[src/rtl/mul_ctrl_pkg.sv]
// mul_ctrl_pkg: shared FSM encoding and default timing constants
// for the multiply issue controller.
package mul_ctrl_pkg;

    localparam int DEF_MUL_LATENCY    = 5;
    localparam int DEF_TIMEOUT_CYCLES = 8;

    typedef logic [2:0] state_t;

    localparam logic [2:0] ST_IDLE  = 3'd0;
    localparam logic [2:0] ST_ISSUE = 3'd1;
    localparam logic [2:0] ST_WAIT  = 3'd2;
    localparam logic [2:0] ST_WB    = 3'd3;
    localparam logic [2:0] ST_DRAIN = 3'd4;

endpackage

[src/rtl/mul_timeout_ctr.sv]
// mul_timeout_ctr: counts cycles while enabled, flags the last allowed one.
// Saturates so the flag holds until the enable drops.
module mul_timeout_ctr
    import mul_ctrl_pkg::*;
#(
    parameter int TIMEOUT_CYCLES = DEF_TIMEOUT_CYCLES
) (
    input  logic clock,
    input  logic reset,
    input  logic count_en,
    output logic expired
);

    localparam int CW = $clog2(TIMEOUT_CYCLES + 1);
    localparam logic [CW-1:0] LAST = CW'(TIMEOUT_CYCLES - 1);

    logic [CW-1:0] cnt;

    always_ff @(posedge clock) begin
        if (reset || !count_en) begin
            cnt <= '0;
        end else if (cnt != LAST) begin
            cnt <= cnt + 1'b1;
        end
    end

    assign expired = count_en && (cnt == LAST);

endmodule

[src/rtl/mul_issue_ctrl.sv]
// mul_issue_ctrl: single-entry multiply issue/writeback controller.
// Optional WAIT/DRAIN timeout enabled by MUL_ISSUE_TIMEOUT_EN.
module mul_issue_ctrl
    import mul_ctrl_pkg::*;
#(
    parameter int MUL_LATENCY    = DEF_MUL_LATENCY,
    parameter int TIMEOUT_CYCLES = DEF_TIMEOUT_CYCLES,
    parameter int REG_ADDR_W     = 5
) (
    input  logic                  clock,
    input  logic                  reset,
    input  logic                  req_valid,
    output logic                  req_ready,
    input  logic [31:0]           req_a,
    input  logic [31:0]           req_b,
    input  logic [REG_ADDR_W-1:0] req_rd,
    input  logic                  flush,
    output logic [31:0]           mul_a_out,
    output logic [31:0]           mul_b_out,
    output logic                  mul_valid_out,
    input  logic                  mul_stall_in,
    input  logic [31:0]           mul_result_in,
    input  logic                  mul_valid_in,
    output logic                  wb_valid,
    input  logic                  wb_ready,
    output logic [REG_ADDR_W-1:0] wb_rd,
    output logic [31:0]           wb_data,
    output logic                  busy_valid,
    output logic [REG_ADDR_W-1:0] busy_rd,
    output logic                  err_timeout
);

    if (MUL_LATENCY < 1 || TIMEOUT_CYCLES < 1) begin : g_param_check
        $error("mul_issue_ctrl: latency and timeout must be positive");
    end

    state_t                state;
    state_t                state_nx;
    logic [31:0]           a_q;
    logic [31:0]           b_q;
    logic [REG_ADDR_W-1:0] rd_q;
    logic [31:0]           data_q;
    logic                  accept;
    logic                  capture;
    logic                  timeout_hit;

    assign req_ready = (state == ST_IDLE);
    // flush wins over a same-cycle handshake
    assign accept    = req_valid && req_ready && !flush;
    assign capture   = (state == ST_WAIT) && mul_valid_in && !flush;

    assign mul_valid_out = (state == ST_ISSUE) && !mul_stall_in && !flush;
    assign mul_a_out     = mul_valid_out ? a_q : '0;
    assign mul_b_out     = mul_valid_out ? b_q : '0;

    assign wb_valid = (state == ST_WB) && !flush;
    assign wb_rd    = (state == ST_WB) ? rd_q : '0;
    assign wb_data  = (state == ST_WB) ? data_q : '0;

    assign busy_valid = (state == ST_ISSUE) || (state == ST_WAIT)
                     || (state == ST_WB);
    assign busy_rd    = busy_valid ? rd_q : '0;

`ifdef MUL_ISSUE_TIMEOUT_EN
    logic expired;
    logic counting;
    logic err_q;

    assign counting = (state == ST_WAIT) || (state == ST_DRAIN);

    mul_timeout_ctr #(
        .TIMEOUT_CYCLES(TIMEOUT_CYCLES)
    ) u_timeout_ctr (
        .clock   (clock),
        .reset   (reset),
        .count_en(counting),
        .expired (expired)
    );

    // a flush on the last WAIT cycle still moves to DRAIN first
    assign timeout_hit = expired && !mul_valid_in
                      && !((state == ST_WAIT) && flush);

    always_ff @(posedge clock) begin
        if (reset) begin
            err_q <= 1'b0;
        end else begin
            err_q <= timeout_hit;
        end
    end

    assign err_timeout = err_q;
`else
    assign timeout_hit = 1'b0;
    assign err_timeout = 1'b0;
`endif

    always_comb begin
        state_nx = state;
        case (state)
            ST_IDLE: begin
                if (accept) state_nx = ST_ISSUE;
            end
            ST_ISSUE: begin
                if (flush)             state_nx = ST_IDLE;
                else if (!mul_stall_in) state_nx = ST_WAIT;
            end
            ST_WAIT: begin
                if (flush) begin
                    state_nx = mul_valid_in ? ST_IDLE : ST_DRAIN;
                end else if (mul_valid_in) begin
                    state_nx = (rd_q == '0) ? ST_IDLE : ST_WB;
                end else if (timeout_hit) begin
                    state_nx = ST_IDLE;
                end
            end
            ST_WB: begin
                if (flush || wb_ready) state_nx = ST_IDLE;
            end
            ST_DRAIN: begin
                if (mul_valid_in || timeout_hit) state_nx = ST_IDLE;
            end
            default: state_nx = ST_IDLE;
        endcase
    end

    always_ff @(posedge clock) begin
        if (reset) begin
            state  <= ST_IDLE;
            a_q    <= '0;
            b_q    <= '0;
            rd_q   <= '0;
            data_q <= '0;
        end else begin
            state <= state_nx;
            if (accept) begin
                a_q  <= req_a;
                b_q  <= req_b;
                rd_q <= req_rd;
            end
            if (capture) data_q <= mul_result_in;
        end
    end

endmodule

[config.mk]
export PLATFORM = sky130hd
export DESIGN_NAME = mul_issue_ctrl
export DESIGN_NICKNAME = d
export VERILOG_FILES = /design/src/rtl/mul_ctrl_pkg.sv /design/src/rtl/mul_timeout_ctr.sv /design/src/rtl/mul_issue_ctrl.sv
export SDC_FILE = /design/constraint.sdc
export NUM_CORES = 1
export LEC_CHECK = 0
export ABC_CLOCK_PERIOD_IN_PS = 4400
export CAP_MARGIN = 40
export CORE_UTILIZATION = 44
export DETAILED_ROUTE_END_ITERATION = 12
export GPL_TIMING_DRIVEN = 0
export PLACE_DENSITY = 0.86
export SLEW_MARGIN = 20
export SYNTH_ARGS = -nofsm -noshare
export SYNTH_HDL_FRONTEND = slang
export SYNTH_SLANG_ARGS = --single-unit
[constraint.sdc]
create_clock -name clock -period 4.4 [get_ports clock]
set_input_delay 0.88 -clock clock [delete_from_list [all_inputs] [get_ports clock]]
set_output_delay 0.88 -clock clock [all_outputs]
set_load 0.02 [all_outputs]
==> results.tsv <==
stage	metric	value	unit
run_status	status	finished, final reports clean	
power_and_ir_drop	power_density	262	mW/mm2
cells_and_area	multiInputGateArea	0.00213	mm2
cells_and_area	syn_to_final_growth	56.1	%
setup_path	crit_arrival	3.17	ns
placement	portBuffers	216	
routing	drt_iter0_markers	173	
logic_synthesis	synth_common_cells	204 x nand2_1, 104 x a21oi_1, 104 x dfxtp_1, 71 x and2_1, 38 x and3_1	
routing	final_antenna_net_count	0	
floorplan	placementRows	36	
power_and_ir_drop	peakVddDrop	0.144	mV
cells_and_area	drive_above_1_share	4.72	%
logic_synthesis	synth_cell_types	26	
logic_synthesis	syn_inst	596	
floorplan	core-area	0.00982	mm2
cts	cts_tree	built	
cts	clk_latency	0.35	ns
timing	slew_headroom	60.4	%
timing	finalSetupTns	0	ns
setup_path	path_cells	clkdlybuf4s50_1 -> nor4b_2 -> buf_2 -> clkbuf_2 -> and2_1 -> clkdlybuf4s50_1	
timing	fin_crit_sh	92.0	%
cells_and_area	antennaDiodeCount	0	
floorplan	initial_utilization	45.6	%
logic_synthesis	synth_top_cell_area_share	46.5	%
cells_and_area	fin_nets	931	
floorplan	dieArea	0.0106	mm2
setup_path	crit_path_end_kind	output port	
logic_synthesis	synth_area_leaders	dfxtp_1 46%, nand2_1 17%, a21oi_1 12%, and2_1 9.9%, and3_1 5.3%	
cts	post_cts_buffers	0	
logic_synthesis	synth_flop_cell	dfxtp_1	
logic_synthesis	yosysTopAreaCell	dfxtp_1	
floorplan	die_w	103	um
timing	drv_slew	0	
logic_synthesis	yosysMostFrequentCell	nand2_1	
logic_synthesis	synth_nets	704	
power_and_ir_drop	leakage	2.66	nW
timing	fin_worst_skew	0.0103	ns
cts	cts-root-buf	clkbuf_8	
logic_synthesis	seq_area_frac_synth	46.5	%
timing	rsz0062_at_grt	false	
setup_path	critical_path_class	in -> out	
cts	cts_hold_buf	0	
routing	drt_wl_total	13700	um
global_routing	grt-ovfl-total	0	
cts	cts_resized	0	
cts	clk_pin_slew	0.09	ns
logic_synthesis	async_flop_share	0	%
setup_path	slowest_delay	0.62	ns
cells_and_area	n_fill_cell	819	
setup_path	critPathLaunchType	input port	
global_routing	grt_max_degree	17	
setup_path	critPathSlowestCell	clkdlybuf4s50_1	
global_routing	antenna_found_initial	0	
timing	worst-slew-pin-transition	0.594	ns
global_routing	track_usage	25.0	%
setup_path	cpMostUsedCell	clkdlybuf4s50_1	
worst_hold_path	min_path_type	reg -> reg	
cts	clk_path_buf_depth	2	
logic_synthesis	ys_seq_elements	104	
cts	clkSinkCount	104	
cts	cts_buffers	9	
routing	wl_per_cell	14.3	um
cts	htree_levels	3	
timing	max_freq	0.247	GHz
setup_path	worstPathRequired	3.52	ns
floorplan	fp.dieH	103	um
cells_and_area	regArea	0.00208	mm2
timing	worst_slack	0.352	ns
placement	dp_hpwl	10400	um
routing	routed-via-count	4733	
global_routing	grt_pass1_vias	4576	
timing	hold-worst-slack	0.454	ns
timing	hold_viol	0	
routing	first_pass_iters	6	
logic_synthesis	synth.avg_cell_area	7.52	um2
placement	globalplace.congestion	0.796	
setup_path	cp_max_fo	10	
placement	pre_cts_ws	0.332	ns
routing	vias_per_cell	4.93	
routing	drcViolationCount	0	
timing	period_minus_slack	4.05	ns
floorplan	io_pins	219	
logic_synthesis	synthesis.area	0.00448	mm2
logic_synthesis	synth_edf_count	0	
global_routing	grt_pass1_wl	20800	um
run	cap_violations	0	
power_and_ir_drop	finalPower	1.83	mW
timing	setup_viol	0	
logic_synthesis	yosysWarnings	0	
==> worst max-delay path: cells and delay by family <==
family	cells	cell delay, ns
and+or+nand+nor	2	0.58
buffers and inverters	4	1.70
==> per-layer routing <==
layer | wire length, um | share of wire [%] | vias up | track usage, %
met3 | 817 | 6.0 | 24 | 4.27
met1 | 5580 | 41 | 2165 | 29.4
li1 | - | - | 2364 | -
met5 | 0 | 0 | - | 0
met4 | 357 | 2.6 | 0 | 10.6
met2 | 6940 | 51 | 180 | 44.9
==> final cells by class <==
cell class | instances | share of cell area, %
repair buffers | 216 | 30.9
multi-input cells | 438 | 30.4
flip-flops and latches | 104 | 29.8
plain buffers | 52 | 3.77
well taps | 133 | 2.38
clock buffers | 10 | 1.82
clock inverters | 5 | 0.841
inverters | 2 | 0.107
==> flip-flops by register name (all words and copies together), names as in the netlist <==
| register | count |
|---|---|
| state | 3 |
| data_q | 32 |
| a_q | 32 |
| b_q | 32 |
| rd_q | 5 |
==> cells by family (layout without fill, tap and decap cells) <==
logic type,count (synthesis),after routing,synth area share [%]
buffers and inverters,54,285,6.06
DFF,104,104,46.5
other,1,1,0.0837
and+or+nand+nor,327,327,34.7
AOI/OAI and AO/OA,109,109,12.5
muxes,1,1,0.223
==> path summary, 6_finish.rpt <==
path,from,to,slack [ns],cells after the start
worst max-delay path,flush,mul_a_out[25],0.35,6
worst min-delay path,b_q[18],b_q[18],0.45,2
worst max register to register,state[1],b_q[23],2.71,6
worst min register to register,b_q[18],b_q[18],0.45,2
==> report_power, final <==
| group | leakage (nW) | internal, mW | switching, mW |
|---|---|---|---|
| Combinational | 1.73 | 0.138 | 0.125 |
| Sequential | 0.845 | 0.976 | 0.0160 |
| Clock | 0.0883 | 0.261 | 0.315 |
| Total | 2.66 | 1.37 | 0.456 |
==> through the flow <==
step | area, um2 | utilization, % | std cells
floorplan | 4480 | - | 596
global placement | 6810 | 69.3 | 945
detailed placement | 6810 | 69.3 | 945
CTS | 7000 | 71.2 | 960
global route | 7000 | 71.2 | 960
finish | 7000 | 71.2 | 960
==> cell usage in the layout (no fill, tap or decap) <==
cell	instances
o211a_1	1
dfxtp_1	104
nor4_1	1
clkdlybuf4s50_1	216
and2_1	71
buf_4	4
a31oi_1	1
nand2_1	204
nor2_1	3
clkbuf_1	28
inv_1	2
bufinv_16	1
clkinv_2	1
or4_1	1
mux2i_1	1
nor4b_2	2
conb_1	1
o21ai_0	1
nor2b_1	4
a21oi_1	104
clkbuf_2	1
nor3_1	2
and3_1	38
nor3_4	1
buf_1	3
clkbuf_8	9
a221oi_1	1
buf_2	12
clkinvlp_4	2
clkinv_4	1
buf_6	5
o32ai_1	1
Note: power is estimated with default switching activity, not from simulation.
